==> src/rtl/fdiv_iter.sv <==
// Iterative IEEE-754 single-precision divider (RNE, flush-to-zero), start/done handshake.
// Optional exception flags port enabled by defining FDIV_EXC_FLAGS_EN.
module fdiv_iter #(
    parameter int unsigned QBITS_PER_CYCLE = 1
) (
    input  logic        clk,
    input  logic        reset,
    input  logic        start,
    input  logic [31:0] op1,
    input  logic [31:0] op2,
    output logic        busy,
    output logic        done,
    output logic [31:0] result
`ifdef FDIV_EXC_FLAGS_EN
    ,
    output logic [3:0]  flags
`endif
);

    localparam int unsigned N     = 26 / QBITS_PER_CYCLE;
    localparam int unsigned CNT_W = 5;
    localparam int unsigned REM_W = 26;
    localparam int unsigned QUO_W = 26;
    localparam int unsigned EXP_W = 10;

    typedef enum logic [1:0] {S_IDLE, S_CALC, S_ROUND} state_t;
    typedef enum logic [1:0] {K_NORM, K_NAN, K_INF, K_ZERO} kind_t;

    state_t             state_q, state_d;
    kind_t              kind_q, kind_d;
    logic [CNT_W-1:0]   cnt_q, cnt_d;
    logic [REM_W-1:0]   rem_q, rem_d, rem_t;
    logic [QUO_W-1:0]   quo_q, quo_d, quo_t;
    logic [23:0]        mb_q, mb_d;
    logic [EXP_W-1:0]   exp_q, exp_d;
    logic               sign_q, sign_d;
    logic               busy_q, busy_d;
    logic               done_q, done_d;
    logic [31:0]        result_q, result_d;

    // Operand classification on the raw inputs (exp==0 is zero, subnormals flushed)
    logic [7:0]  e1, e2;
    logic [23:0] ma, mb;
    logic z1, z2, i1, i2, n1, n2, adj;
    assign e1  = op1[30:23];
    assign e2  = op2[30:23];
    assign ma  = {1'b1, op1[22:0]};
    assign mb  = {1'b1, op2[22:0]};
    assign z1  = (e1 == 8'h00);
    assign z2  = (e2 == 8'h00);
    assign i1  = (e1 == 8'hFF) && (op1[22:0] == 23'h0);
    assign i2  = (e2 == 8'hFF) && (op2[22:0] == 23'h0);
    assign n1  = (e1 == 8'hFF) && (op1[22:0] != 23'h0);
    assign n2  = (e2 == 8'hFF) && (op2[22:0] != 23'h0);
    assign adj = (ma < mb);

`ifdef FDIV_EXC_FLAGS_EN
    logic       inv_q, inv_d, dbz_q, dbz_d;
    logic [3:0] flags_q, flags_d;
    assign flags = flags_q;
`endif

    // Restoring division, QBITS_PER_CYCLE steps per clock
    always_comb begin
        rem_t = rem_q;
        quo_t = quo_q;
        for (int i = 0; i < int'(QBITS_PER_CYCLE); i++) begin
            if (rem_t >= {2'b00, mb_q}) begin
                rem_t = rem_t - {2'b00, mb_q};
                quo_t = {quo_t[QUO_W-2:0], 1'b1};
            end else begin
                quo_t = {quo_t[QUO_W-2:0], 1'b0};
            end
            rem_t = {rem_t[REM_W-2:0], 1'b0};
        end
    end

    // Round-to-nearest-even and range check of the finished quotient
    logic        sticky, inc, rnd_ovf, rnd_unf;
    logic [24:0] mant_r;
    logic [EXP_W-1:0] exp_r;
    logic [31:0] rnd_res;
    always_comb begin
        sticky  = (rem_q != '0);
        inc     = quo_q[1] & (quo_q[0] | sticky | quo_q[2]);
        mant_r  = {1'b0, quo_q[25:2]} + 25'(inc);
        exp_r   = exp_q + EXP_W'(mant_r[24]);
        rnd_ovf = 1'b0;
        rnd_unf = 1'b0;
        if ($signed(exp_r) > $signed(10'sd254)) begin
            rnd_res = {sign_q, 8'hFF, 23'h0};
            rnd_ovf = 1'b1;
        end else if ($signed(exp_r) < $signed(10'sd1)) begin
            rnd_res = {sign_q, 31'h0};
            rnd_unf = 1'b1;
        end else begin
            rnd_res = {sign_q, exp_r[7:0], mant_r[22:0]};
        end
    end

    always_comb begin
        state_d  = state_q;
        kind_d   = kind_q;
        cnt_d    = cnt_q;
        rem_d    = rem_q;
        quo_d    = quo_q;
        mb_d     = mb_q;
        exp_d    = exp_q;
        sign_d   = sign_q;
        busy_d   = 1'b0;
        done_d   = 1'b0;
        result_d = result_q;
`ifdef FDIV_EXC_FLAGS_EN
        inv_d    = inv_q;
        dbz_d    = dbz_q;
        flags_d  = flags_q;
`endif
        case (state_q)
            S_IDLE: begin
                if (start) begin
                    state_d = S_CALC;
                    cnt_d   = '0;
                    sign_d  = op1[31] ^ op2[31];
                    mb_d    = mb;
                    quo_d   = '0;
                    rem_d   = adj ? {1'b0, ma, 1'b0} : {2'b00, ma};
                    exp_d   = EXP_W'(e1) - EXP_W'(e2) + EXP_W'(127) - EXP_W'(adj);
                    if (n1 || n2 || (z1 && z2) || (i1 && i2)) kind_d = K_NAN;
                    else if (z2 || i1)                        kind_d = K_INF;
                    else if (z1 || i2)                        kind_d = K_ZERO;
                    else                                      kind_d = K_NORM;
`ifdef FDIV_EXC_FLAGS_EN
                    inv_d = n1 || n2 || (z1 && z2) || (i1 && i2);
                    dbz_d = z2 && !z1 && !i1 && !n1;
`endif
                end
            end
            S_CALC: begin
                busy_d = 1'b1;
                rem_d  = rem_t;
                quo_d  = quo_t;
                cnt_d  = cnt_q + CNT_W'(1);
                if (cnt_q == CNT_W'(N - 1)) state_d = S_ROUND;
            end
            S_ROUND: begin
                done_d  = 1'b1;
                state_d = S_IDLE;
                case (kind_q)
                    K_NAN:   result_d = 32'h7FC00000;
                    K_INF:   result_d = {sign_q, 8'hFF, 23'h0};
                    K_ZERO:  result_d = {sign_q, 31'h0};
                    default: result_d = rnd_res;
                endcase
`ifdef FDIV_EXC_FLAGS_EN
                flags_d = {inv_q, dbz_q,
                           (kind_q == K_NORM) && rnd_ovf,
                           (kind_q == K_NORM) && rnd_unf};
`endif
            end
            default: state_d = S_IDLE;
        endcase
    end

    always_ff @(posedge clk or negedge reset) begin
        if (!reset) begin
            state_q  <= S_IDLE;
            kind_q   <= K_NORM;
            cnt_q    <= '0;
            rem_q    <= '0;
            quo_q    <= '0;
            mb_q     <= '0;
            exp_q    <= '0;
            sign_q   <= 1'b0;
            busy_q   <= 1'b0;
            done_q   <= 1'b0;
            result_q <= 32'h0;
`ifdef FDIV_EXC_FLAGS_EN
            inv_q    <= 1'b0;
            dbz_q    <= 1'b0;
            flags_q  <= 4'b0;
`endif
        end else begin
            state_q  <= state_d;
            kind_q   <= kind_d;
            cnt_q    <= cnt_d;
            rem_q    <= rem_d;
            quo_q    <= quo_d;
            mb_q     <= mb_d;
            exp_q    <= exp_d;
            sign_q   <= sign_d;
            busy_q   <= busy_d;
            done_q   <= done_d;
            result_q <= result_d;
`ifdef FDIV_EXC_FLAGS_EN
            inv_q    <= inv_d;
            dbz_q    <= dbz_d;
            flags_q  <= flags_d;
`endif
        end
    end

    assign busy   = busy_q;
    assign done   = done_q;
    assign result = result_q;

endmodule

==> config.mk <==
export PLATFORM = sky130hd
export DESIGN_NAME = fdiv_iter
export DESIGN_NICKNAME = d
export VERILOG_FILES = /design/src/rtl/fdiv_iter.sv
export SDC_FILE = /design/constraint.sdc
export NUM_CORES = 1
export LEC_CHECK = 0
export CAP_MARGIN = 20
export CORE_UTILIZATION = 40
export CTS_CLUSTER_DIAMETER = 60
export DETAILED_ROUTE_END_ITERATION = 6
export SLEW_MARGIN = 20
export SYNTH_ARGS = -nofsm -noshare
export SYNTH_HDL_FRONTEND = slang
export SYNTH_SLANG_ARGS = --single-unit
export TNS_END_PERCENT = 30
==> constraint.sdc <==
create_clock -name clk -period 4.4 [get_ports clk]
set_input_delay 1.32 -clock clk [delete_from_list [all_inputs] [get_ports clk]]
set_output_delay 1.32 -clock clk [all_outputs]
set_load 0.005 [all_outputs]
# After elaboration in Yosys (flattened, before gate mapping)
# Cells that the tools add are included.
[op_classes]
n_eq_ne = 10
addsub = 7
order_cmp = 4
muxes = 20
n_reduce_logical = 23
bitwise = 4
[op_table]
columns = ["op", "n"]
rows = [
  ["$pmux 26 s2", 2],
  ["$pmux 32 s3", 1],
  ["$mux 31", 2],
  ["$mux 26", 2],
  ["$mux 25", 2],
  ["$logic_not 23->1", 2],
  ["$reduce_bool 23->1", 2],
  ["$ge 26x24->1", 1],
  ["$reduce_bool 26->1", 1],
  ["$add 24x1->25", 1],
  ["$sub 25x24->25", 1],
  ["$lt 24x24->1", 1],
  ["$eq 8x8->1 const B", 2],
  ["$logic_not 8->1", 2],
  ["$add 10x1->10", 1],
  ["$add 9x8->10 const B", 1],
  ["$gt 10x9->1 const B", 1],
  ["$lt 10x2->1 const B", 1],
  ["$mux 2", 5],
  ["$pmux 5 s2", 1],
  ["$sub 10x1->10", 1],
  ["$sub 8x8->9", 1],
  ["$eq 2x2->1 const B", 3],
  ["$logic_and 1x1->1", 6],
  ["14 further kinds", 25],
]
[totals]
output_inout_bits = 34
register_bits = 130
word_cells = 79
in_bits = 67

# Logic depth before layout (Yosys ltp)
[depth]
word_depth = 10
mapped_depth = 19
mapped_depth_nobuf = 19

# Worst setup path after synthesis
# OpenSTA, ideal clock, no wires.
[synth_path]
kind = "input port to flip-flop"
start = "input port op2[6]"
end = "register exp_q[9]"
path_buffers = 2
arrival_ns = 4.775
required_ns = 4.290
setup_time_ns = 0.110
cell_stages = 19
setup_slack_ns = -0.485
cell_sequence = "inv_1 ha_1 a21oi_1 a21boi_1 a2111oi_0 o21ai_1 a211oi_4 buf_6 buf_4 inv_1 ha_1 ha_1 fa_1 a21o_1 a21o_1 a21o_1 a21oi_1 nor2b_1 o41ai_1"
[synth_between]
elab_chain_cells = 2
[synth_rtl]
columns = ["item", "line", "text"]
rows = [
  ["start, declared", "10", "input logic [31:0] op2,"],
  ["$lt 24x24->1", "55", "assign adj = (ma < mb);"],
  ["$sub 10x1->10", "127", "exp_d = EXP_W'(e1) - EXP_W'(e2) + EXP_W'(127) - EXP_W'(adj);"],
  ["end signal, assigned", "189", "exp_q <= exp_d;"],
  ["end, declared", "35", "logic [EXP_W-1:0] exp_q, exp_d;"],
]
# Every way passes these cells.
# A chain may end at the register's enable or synchronous reset.

# Worst setup path in the final report
[layout_path]
start = "input port op2[19]"
end = "register exp_q[9]"
# The elaborated chain is that of the path after synthesis.

==> results.md <==
- Status: finished with violations
- Failing checks: design-rule violations
- Total wire length: 24500 um
- Syn avg cell area: 8.44 um2
- Overall Power: 7.73 mW
- Gpl congestion: 0.939
- Share of the synthesized area in the top cell type: 35.8%
- Worst setup SP type: input pin
- CP cell instances: clkdlybuf4s15_1, inv_1, ha_4, nand4_1, nor2_2, a221oi_2, o21ai_2, a211oi_4, inv_4, ha_4, ha_4, fa_2, a21o_1, a21o_1, a21o_1, a21oi_2, nor2b_1, o41ai_2
- Later-pin clock latency in the skew report: 430 ps
- Reg2reg end: result[2]$_DFFE_PN0P_
- Longest Clk Path Bufs: 2
- Io pins: 101
- WL met1: 11400 um
- IO Port Bufs: 100
- Starting Density: 41.3%
- Final HPWL DP: 18400 um
- Clock slew at reported path FFs: 60 ps
- Sequential fraction of the synthesis area: 35.8%
- Req. time, crit path: 4710 ps
- Drt pass-1 iters: 7
- Largest net degree at the start of global routing: 80
- MaxCap Viol Count: 0
- CP max-delay cell: fa_2
- Tot GR Track Use: 21.4%
- Cell taking the most area after synthesis: dfrtp_1
- Fin cells: 1512
- Root buffer cell: clkbuf_16
- Total die area: 23300 um2
- Synth warn: 0
- Power Dens Cells: 663 nW/um2
- Area Overhead vs Synth: 28.2%
- Post-route cell area: 11700 um2
- R2R depth: 18
- WS Path Type: in2reg
- Horiz. Die Dim: 153 um
- Via Count: 8122
- Worst R2R Setup Slack: 380 ps
- Final nets: 1359
- Setup violators final: 0
- CTS HTree Levels: 4
- Mapped cell area: 9090 um2
- Worst setup path start: op2[19]
- DRT antenna net count: 0
- Post-DR vias/cell: 5.37
- Routed wl met3: 1130 um
- Static leakage: 5.35 nW
- Met2 wire len: 11600 um
- Hold Vio Cnt, Final: 0
- Worst EP arrival: 4570 ps
- RSZ-0062 raised after global routing: yes
- Syn_nets: 1219
- Commonest non-fill, non-tap cell in the layout: nand2_1
- Period utilization: 96.7%
- Placeable Area: 22000 um2
- Crit. End Element: register
- Slew headroom: 32.3%
- Placed Cells: 1477
- CP max stage delay: 380 ps
- Share of cells above drive strength 1: 13.0%
- Critical path endpoint: exp_q[9]$_DFFE_PN0P_
- Drc violations: 6
- FF-to-FF Start: quo_q[2]$_DFFE_PN0P_
- Register bit total from synthesis: 130
- # rows: 54
- Initial antenna violation count: 2
- Max Fclk: 235 MHz
- Hold/Removal Path Class: reg2reg
- Final global-route overflow total: 0
- Commonest cells after routing, fill and taps aside: 169 x nand2_1, 133 x o21ai_0, 130 x dfrtp_1
- Top post-synthesis cells by area: dfrtp_1 36%, ha_1 9.9%, o21ai_0 7.5%, nand2_1 7.0%, inv_1 3.2%
- Cts hold-fix bufs: 0
- CTS buffer count: 17
- Highest metal used: met4
- Clock sink total: 130
- Ys async rst share: 100%
- Initial DRC Count: 464
- Placed inst area: 10800 um2
- Die Y: 153 um
- Post-Syn Instances: 1077
- Global-route wire length before repair: 39900 um
- DR WL/cell: 16.2 um
- Count of cell types in the netlist: 74
- IR drop worst, VDD: 0.383 mV
- Max-slew violations: 0
- Worst-path fanout max: 2
- Vias in the first global route: 7826
- Dpl ws: -784 ps
- Final Critical Period: 4250 ps
- Worst Max-Slew Pin Slew: 1020 ps
- Most used DFF post-synth: dfrtp_1
- # fillers: 2084
- Clock Skews: 12.3 ps
- Hold slack: 454 ps
- Number of synthesized flops with an enable pin: 0
- CTS tree: yes
- Setup WS post-layout: 146 ps
==> Yosys cell counts, types with 25 or more instances <==
library cell	instances
mux2i_1	28
clkbuf_1	34
ha_1	72
a21oi_1	54
a21o_1	25
nor2_1	37
inv_1	78
xnor2_1	31
dfrtp_1	130
xor2_1	31
nand2_1	170
o21ai_0	136
nand3_1	28
==> registers in the layout, summed over array words and instances, names as in the netlist <==
signal and cells:
result 32, kind_q 2, exp_q 10, rem_q 26
quo_q 26, done 1, state_q 2, busy 1
sign_q 1, mb_q 24, cnt_q 5
==> kinds of logic after synthesis <==
family | Yosys count | synth area share [%]
AO/OA/AOI/OAI | 300 | 20.1
XOR/XNOR | 62 | 5.97
adder cells (fa/ha/maj) | 75 | 10.6
buffers and inverters | 130 | 5.99
flip-flops | 130 | 35.8
multiplexers | 28 | 3.08
AND/OR/NAND/NOR | 352 | 18.5
==> layout make-up <==
type | count | area (um2) | area share, %
Multi-Input combinational cell | 817 | 5560 | 47.7
Sequential cell | 130 | 3250 | 27.9
Clock inverter | 12 | 146 | 1.26
Antenna cell | 2 | 5.00 | 0.0429
Timing Repair Buffer | 173 | 1600 | 13.7
Clock buffer | 20 | 457 | 3.92
Tap cell | 280 | 350 | 3.00
Inverter | 78 | 295 | 2.53
==> per-layer routing <==
| metal | track usage [%] | up-vias |
|---|---|---|
| li1 | - | 4082 |
| met1 | 28.3 | 3836 |
| met2 | 34.8 | 176 |
| met3 | 4.84 | 28 |
| met4 | 6.88 | 0 |
| met5 | 0 | - |
==> repair_timing <==
item | in CTS | in global routing
pin swaps | 9 | 22
buffers inserted | 1 | 0
resized for setup | 31 | 52
gates cloned | 0 | 0
setup endpoints to repair | 3 | 27
==> critical path, delay by kind of cell <==
kind                     cells  cell delay (ps)
adder cells (fa/ha/maj)      4              960
buffers and inverters        3              380
AO/OA/AOI/OAI                8             1640
AND/OR/NAND/NOR              3              260
==> worst min-delay path by stage <==
stage	start	to	slack, ps	depth (start not counted)
2_1_floorplan	mb_q[23]$_DFFE_PN0P_	mb_q[23]$_DFFE_PN0P_	420	2
3_3_place_gp	mb_q[23]$_DFFE_PN0P_	mb_q[23]$_DFFE_PN0P_	440	2
3_5_place_dp	mb_q[23]$_DFFE_PN0P_	mb_q[23]$_DFFE_PN0P_	450	2
4_1_cts	mb_q[23]$_DFFE_PN0P_	mb_q[23]$_DFFE_PN0P_	460	2
5_1_grt	mb_q[23]$_DFFE_PN0P_	mb_q[23]$_DFFE_PN0P_	480	2
6_report	mb_q[23]$_DFFE_PN0P_	mb_q[23]$_DFFE_PN0P_	450	2
==> through the flow <==
stage	util, %	TNS [ps]
global placement	49.1	-2280
detailed placement	49.1	-3120
CTS	52.1	0
finish	52.9	0
floorplan	-	-428
global route	52.9	-47.2
==> power by group <==
| part | total, mW | switching [mW] | leakage, nW | internal (mW) |
|---|---|---|---|---|
| combinational | 4.23 | 2.38 | 3.46 | 1.85 |
| sequential | 2.05 | 0.401 | 1.61 | 1.65 |
| clock | 1.45 | 0.572 | 0.291 | 0.877 |
| total | 7.73 | 3.36 | 5.35 | 4.38 |
Note: power is estimated with default switching activity, not from simulation.
